===== config.mk =====
export PLATFORM = sky130hd
export DESIGN_NAME = stream_transfer_ctrl
export DESIGN_NICKNAME = d
export VERILOG_FILES = /design/src/rtl/stream_transfer_ctrl.sv
export SDC_FILE = /design/constraint.sdc
export NUM_CORES = 1
export LEC_CHECK = 0
export BUFFER_PORTS_ARGS = -buffer_cell sky130_fd_sc_hd__buf_2
export CAP_MARGIN = 20
export CELL_PAD_IN_SITES_DETAIL_PLACEMENT = 0
export CELL_PAD_IN_SITES_GLOBAL_PLACEMENT = 1
export CORE_ASPECT_RATIO = 1.25
export CORE_MARGIN = 2
export CORE_UTILIZATION = 41
export CTS_CLUSTER_SIZE = 30
export DETAILED_ROUTE_END_ITERATION = 16
export GPL_TIMING_DRIVEN = 0
export PLACE_DENSITY = 0.95
export SLEW_MARGIN = 20
export SYNTH_ARGS = -nofsm -noshare
export SYNTH_HDL_FRONTEND = slang
export SYNTH_SLANG_ARGS = --single-unit

===== constraint.sdc =====
create_clock -name clk -period 4.2 [get_ports clk]
set_input_delay 0.84 -clock clk [delete_from_list [all_inputs] [get_ports clk]]
set_output_delay 0.84 -clock clk [all_outputs]
set_load 0.05 [all_outputs]

===== src/rtl/stream_transfer_ctrl.sv =====
// stream_transfer_ctrl
//   Bridges an SPI byte stream to a multi-channel frame BRAM and starts the
//   image-processing block. The first byte of a frame is a command:
//   opcode in the top two bits, channel in the bottom two.
//     00 NOP      clears the error and done flags
//     01 WRITE    the next PIXELS bytes are written to the selected channel
//     10 READ     PIXELS words of the selected channel are returned over SPI
//     11 PROCESS  pdi_active is held until pdi_done comes back
//   While idle, spi_byte_out carries status {0.., busy, done_flag, err}.
//   Raising ss during a WRITE or READ aborts it and sets err.
//
// Ports
//   clk, rst            clock, asynchronous active-low reset
//   ss                  SPI chip select (active-low)
//   spi_cycle_done      one-cycle pulse per received byte
//   spi_byte_in         received byte
//   spi_byte_out        byte to shift out on the next SPI transfer
//   bram_addr           BRAM word address (always the word counter)
//   bram_channel        selected BRAM channel
//   bram_we             BRAM write strobe
//   bram_data_in        BRAM write data
//   bram_data_out       BRAM read data (one-cycle registered latency)
//   pdi_active          image-processing enable
//   pdi_done            image-processing complete
//   busy                high whenever a command is in progress
module stream_transfer_ctrl #(
   parameter int DATA_W = 8,
   parameter int ADDR_W = 17,
   parameter int NUM_CH = 3,
   parameter int PIXELS = 76800
) (
   input  logic              clk,
   input  logic              rst,
   input  logic              ss,
   input  logic              spi_cycle_done,
   input  logic [DATA_W-1:0] spi_byte_in,
   output logic [DATA_W-1:0] spi_byte_out,
   output logic [ADDR_W-1:0] bram_addr,
   output logic [1:0]        bram_channel,
   output logic              bram_we,
   output logic [DATA_W-1:0] bram_data_in,
   input  logic [DATA_W-1:0] bram_data_out,
   output logic              pdi_active,
   input  logic              pdi_done,
   output logic              busy
);

   typedef enum logic [2:0] {S_IDLE, S_WR, S_RD_PRE, S_RD, S_PDI} state_t;

   localparam logic [ADDR_W-1:0] LAST_ADDR = ADDR_W'(PIXELS - 1);
   localparam logic [2:0]        NUM_CH_W  = 3'(NUM_CH);
   localparam logic [1:0]        OP_NOP    = 2'b00;
   localparam logic [1:0]        OP_WR     = 2'b01;
   localparam logic [1:0]        OP_RD     = 2'b10;

   state_t              state, state_nxt;
   logic [ADDR_W-1:0]   cnt, cnt_nxt;
   logic [1:0]          chan, chan_nxt;
   logic                err, err_nxt;
   logic                done_flag, done_nxt;
   logic                pdi_nxt;
   logic                load_p1, load_nxt;
   logic [DATA_W-1:0]   sbo_nxt;
   logic                ss_p1, ss_rise;
   logic [1:0]          cmd_op, cmd_ch;
   logic                cmd_ch_bad;
   logic [DATA_W-1:0]   status;

   assign cmd_op       = spi_byte_in[DATA_W-1 -: 2];
   assign cmd_ch       = spi_byte_in[1:0];
   assign cmd_ch_bad   = {1'b0, cmd_ch} >= NUM_CH_W;
   assign ss_rise      = ss & ~ss_p1;
   assign busy         = (state != S_IDLE);
   assign bram_addr    = cnt;
   assign bram_channel = chan;
   assign status       = {{(DATA_W-3){1'b0}}, busy, done_flag, err};

   always_comb begin
      state_nxt    = state;
      cnt_nxt      = cnt;
      chan_nxt     = chan;
      err_nxt      = err;
      done_nxt     = done_flag;
      pdi_nxt      = 1'b0;
      load_nxt     = 1'b0;
      sbo_nxt      = spi_byte_out;
      bram_we      = 1'b0;
      bram_data_in = '0;
      case (state)
         S_IDLE: begin
            sbo_nxt = status;
            if (spi_cycle_done) begin
               if (cmd_op == OP_NOP) begin
                  err_nxt  = 1'b0;
                  done_nxt = 1'b0;
               end else if (cmd_ch_bad) begin
                  err_nxt = 1'b1;
               end else begin
                  chan_nxt = cmd_ch;
                  cnt_nxt  = '0;
                  case (cmd_op)
                     OP_WR:   state_nxt = S_WR;
                     OP_RD:   state_nxt = S_RD_PRE;
                     default: state_nxt = S_PDI;
                  endcase
               end
            end
         end
         S_WR: begin
            // A byte arriving together with the ss edge is still written
            // before the abort takes effect.
            if (spi_cycle_done) begin
               bram_we      = 1'b1;
               bram_data_in = spi_byte_in;
               if (cnt == LAST_ADDR) state_nxt = S_IDLE;
               else                  cnt_nxt   = cnt + 1'b1;
            end
            if (ss_rise) begin
               state_nxt = S_IDLE;
               err_nxt   = 1'b1;
            end
         end
         S_RD_PRE: begin
            // Address is presented this cycle; the BRAM word is valid in the
            // first RD cycle, where it is captured into spi_byte_out.
            state_nxt = S_RD;
            load_nxt  = 1'b1;
            if (ss_rise) begin
               state_nxt = S_IDLE;
               err_nxt   = 1'b1;
               load_nxt  = 1'b0;
            end
         end
         S_RD: begin
            if (load_p1) sbo_nxt = bram_data_out;
            if (ss_rise) begin
               state_nxt = S_IDLE;
               err_nxt   = 1'b1;
            end else if (spi_cycle_done) begin
               if (cnt == LAST_ADDR) begin
                  state_nxt = S_IDLE;
               end else begin
                  cnt_nxt   = cnt + 1'b1;
                  state_nxt = S_RD_PRE;
               end
            end
         end
         S_PDI: begin
            // pdi_done only counts once pdi_active has been seen high.
            pdi_nxt = 1'b1;
            if (pdi_active && pdi_done) begin
               pdi_nxt   = 1'b0;
               done_nxt  = 1'b1;
               state_nxt = S_IDLE;
            end
         end
         default: state_nxt = S_IDLE;
      endcase
   end

   // ---- state / control register stage ----
   always_ff @(posedge clk or negedge rst) begin
      if (!rst) begin
         state        <= S_IDLE;
         cnt          <= '0;
         chan         <= '0;
         err          <= 1'b0;
         done_flag    <= 1'b0;
         pdi_active   <= 1'b0;
         load_p1      <= 1'b0;
         spi_byte_out <= '0;
         ss_p1        <= 1'b1;
      end else begin
         state        <= state_nxt;
         cnt          <= cnt_nxt;
         chan         <= chan_nxt;
         err          <= err_nxt;
         done_flag    <= done_nxt;
         pdi_active   <= pdi_nxt;
         load_p1      <= load_nxt;
         spi_byte_out <= sbo_nxt;
         ss_p1        <= ss;
      end
   end

endmodule


# ---- Word-level counts from Yosys, hierarchy flattened
# Cells that the tools add are included.
# W data, S select, Z words.
dict set report word_totals {
  reg_bits 35
  input_bits 21
  output_inout_bits 38
  word_cells 88
}
dict set report op_classes {
  n_addsub 1
  n_lt_le_gt_ge 1
  eq_ne 19
  n_mux 39
  bitwise_logic 4
  n_reduce_logical 15
}
# operator n
set ops {}
lappend ops {{$mux W17} 6}
lappend ops {{$pmux W17 S3} 1}
lappend ops {{$mux W3} 9}
lappend ops {{$mux W8} 3}
lappend ops {{$add A17 B1 Y17 const B} 1}
lappend ops {{$eq A17 B17 Y1 const B} 1}
lappend ops {{$pmux W8 S2} 1}
lappend ops {{$pmux W3 S5} 1}
lappend ops {{$ne A2 B2 Y1 const B} 7}
lappend ops {{$mux W1} 13}
lappend ops {{$ne A3 B3 Y1 const B} 4}
lappend ops {{$reduce_and A4 Y1} 3}
lappend ops {{$reduce_and A7 Y1} 1}
lappend ops {{$eq A3 B2 Y1 const B} 2}
lappend ops {{$pmux W3 S2} 1}
lappend ops {{$reduce_bool A2 Y1} 3}
lappend ops {{$reduce_bool A3 Y1} 2}
lappend ops {{$reduce_and A5 Y1} 1}
lappend ops {{$mux W2} 2}
lappend ops {{$pmux W1 S2} 2}
lappend ops {{$eq A3 B1 Y1 const B} 1}
lappend ops {{$eq A3 B3 Y1 const B} 1}
lappend ops {{$logic_not A3 Y1} 1}
lappend ops {{$not A1 Y1} 3}
lappend ops {{other kinds (9)} 9}

# ---- Depth between registers and ports, before layout
dict set report depth {
  word_depth 6
  ltp_mapped 7
  ltp_nobuf 7
}

# ---- Least setup slack after synthesis
# No wires, ideal clock.
dict set report synth_path {
  kind {input port to output port}
  startpoint {input spi_cycle_done}
  endpoint {output bram_data_in[0]}
  arrival_time_ns 2.836
  required_ns 3.360
  setup_slack_ns 0.524
  cell_stages 2
  n_path_buf 0
  path_cell_list {nor3b_1 -> and2_1}
}
dict set report synth_via {
  elab_chain_cells 2
}
# element line
set synth_rtl {}
lappend synth_rtl {{start, declared} 35} ;# input logic spi_cycle_done,
lappend synth_rtl {{$mux W8} 112} ;# if (spi_cycle_done) begin
lappend synth_rtl {{$mux W8} 89} ;# case (state)
lappend synth_rtl {{end, declared} 41} ;# output logic [DATA_W-1:0] bram_data_in,
# No other way between the ends.

# ---- Worst setup path after layout
dict set report layout_path {
  startpoint {input spi_cycle_done}
  endpoint {output bram_data_in[5]}
}
# The elaborated chain is that of the path after synthesis.

==> flow_summary.json <==
{
  "grt_antenna_before_repair": 0,
  "p_sw_mw": 0.678,
  "p_int_mw": 0.820,
  "netlist_instances": 208,
  "setup_viol_count_final": 0,
  "gp_congestion": 0.817,
  "cts_tree": "done",
  "period_minus_slack_ns": 2.86,
  "post_cts_buffers": 0,
  "grt.total_usage_pct": 18.4,
  "utilization_pct": 52.1,
  "wl_per_cell_um": 13.7,
  "ys_warn_count": 0,
  "path_class": "in -> out",
  "synthFlopType": "dfrtp_1",
  "overflow": 0,
  "worst_ep_arrival_time_ns": 2.02,
  "crit_top_cell": "buf_2",
  "grt_pass1_vias": 1670,
  "hold_ws_ns": 0.498,
  "rsz0062_at_grt": "false",
  "num_rows": 28,
  "worstPathCellList": "buf_2, nor3b_1, and2_1, buf_2",
  "cts_resized": 0,
  "hold_buffers": 0,
  "fin_area_mm2": 0.00243,
  "diodes": 0,
  "yosysUniqueCellTypes": 48,
  "h-tree-depth": 2,
  "synth_edf_count": 0,
  "dp_hpwl_mm": 3.38,
  "max_stage_delay_ns": 0.58,
  "io_pins": 59,
  "swShare_pct": 45.2,
  "required_ns": 3.36,
  "ys_ff_latch": 35,
  "synthArstFlopShare_pct": 100,
  "grt_max_degree": 36,
  "cts.clk_slew.worst_paths_ns": 0.07,
  "drive_above_1_share_pct": 29.6,
  "vias": 1826,
  "clockBufferDepth": 2,
  "status": "complete, no violations",
  "p_total_mw": 1.50,
  "p_clk_share_pct": 21.0,
  "clock-sinks": 35,
  "drc": 0,
  "syn_avg_cell_area_um2": 9.34,
  "start_util_pct": 41.7,
  "p_comb_share_pct": 48.1,
  "synth_nets": 233,
  "report.final.hold_viol_count": 0,
  "via_per_inst": 5.47,
  "areaGrowthSynthToFinish_pct": 24.9,
  "dpl_cell_area_mm2": 0.00231,
  "tightest_slew_ns": 0.764,
  "power-per-cell-area_mw_per_mm2": 617,
  "reg2reg_depth": 7,
  "whs_path_depth": 1,
  "ant_nets": 0,
  "pwr-share-seq_pct": 30.9,
  "hp-class": "reg -> reg",
  "final_cell_mix": "59 x buf_2, 34 x dfrtp_1, 18 x o21ai_0",
  "drtIter0Drc": 89,
  "p_leak_nw": 1.18,
  "numCtsBuffers": 5,
  "drt_pass1_iterations": 4,
  "ir_worst_vdd_mv": 0.442,
  "drv_cap": 0,
  "min_period_over_period_pct": 68.1,
  "seq_area_frac_synth_pct": 45.1,
  "slew_violations": 0,
  "fin_skew_ns": 0.0120,
  "clk_latency_ns": 0.29,
  "cp-end-kind": "primary output",
  "final_common_cell": "buf_2",
  "cts-root-buf": "clkbuf_8",
  "die_w_um": 65.6,
  "start_kind": "primary input",
  "fin_nets": 298,
  "synth_area_mm2": 0.00194,
  "die_area_mm2": 0.00531,
  "slew_headroom_pct": 49.0,
  "fmax_mhz": 349,
  "core_area_mm2": 0.00466,
  "die_h_um": 81.0,
  "routed_wl_mm": 4.59,
  "cp_max_fo": 9,
  "grt_pass1_wl_mm": 7.65,
  "port_buffers": 58,
  "cp_slowest_cell": "nor3b_1",
  "fin_tns_setup_ns": 0
}
[through the flow]
| stage | std cells | worst slack (ns) |
|---|---|---|
| 6_report | 334 | 1.34 |
| 2_1_floorplan | 208 | 0.524 |
| 5_1_grt | 334 | 1.19 |
| 4_1_cts | 334 | 1.32 |
| 3_3_place_gp | 326 | 1.34 |
| 3_5_place_dp | 326 | 1.30 |
[area by class of cell]
type,count,area [µm²]
buffer,12,68.8
clock buffer,6,82.6
clock inverter,2,35.0
fill,442,2230
inverter,10,37.5
multi-input combinational,151,960
sequential,35,877
tap,60,75.1
timing repair buffer,58,290
[synth_stat cells, types with 3 or more instances]
cell | number | share of area, %
o31ai_1 | 4 | 1.5
ha_1 | 4 | 2.6
dfrtp_1 | 34 | 44
a21oi_1 | 12 | 3.1
nand2_1 | 15 | 2.9
clkbuf_1 | 6 | 1.2
and3_1 | 3 | 0.97
o311ai_0 | 3 | 1.4
nor4_1 | 3 | 0.97
nor3_1 | 3 | 0.77
a22o_1 | 7 | 3.2
o22ai_1 | 3 | 0.97
and2_1 | 9 | 2.9
nand3_1 | 15 | 3.9
nand4_1 | 4 | 1.3
o21ai_0 | 18 | 4.6
inv_1 | 10 | 1.9
a31oi_1 | 7 | 2.3
nor2_1 | 10 | 1.9
[metal layers]
layer / global-route usage (%) / vias up / part of all wire, %
li1: - / 908 / -
met1: 23.3 / 860 / 44
met2: 31.1 / 53 / 49
met3: 3.74 / 5 / 5.8
met4: 6.46 / 0 / 1.1
met5: 0 / - / 0
[registers in the layout, indices dropped and copies added (netlist names), 2 cells and up]
register and flops:
state 3, bram_addr 17, bram_channel 2, spi_byte_out 8
[path summary, 6_finish.rpt]
kind                                    to       startpoint  slack [ns]
setup / recovery           bram_data_in[5]   spi_cycle_done        1.34
hold / removal             spi_byte_out[3]  spi_byte_out[3]        0.50
setup reg to reg           spi_byte_out[7]         state[2]        2.27
hold reg to reg            spi_byte_out[3]  spi_byte_out[3]        0.50
max in group asynchronous        done_flag              rst        3.09
min in group asynchronous    bram_addr[12]              rst        0.61
[critical path, delay by kind of cell]
kind	cells	cell delay (ns)
buffers and inverters	2	0.38
and+or+nand+nor	2	0.80
[power groups by stage]
stage,logic [mW],clock network (mW),registers [mW]
after floorplan,0.393,0,0.632
after global placement,0.715,0,0.469
after detailed placement,0.723,0,0.470
after CTS,0.724,0.321,0.464
after global routing,0.775,0.336,0.476
final,0.720,0.315,0.463
[cell families after synthesis]
logic type / after synthesis / synth area share, %
buffers and inverters: 22 / 5.47
DFF: 35 / 45.1
AOI/OAI and AO/OA: 66 / 23.1
adders and majority gates: 4 / 2.58
and+or+nand+nor: 78 / 22.0
muxes: 3 / 1.67
No activity file was read; power rests on OpenSTA's default activity.
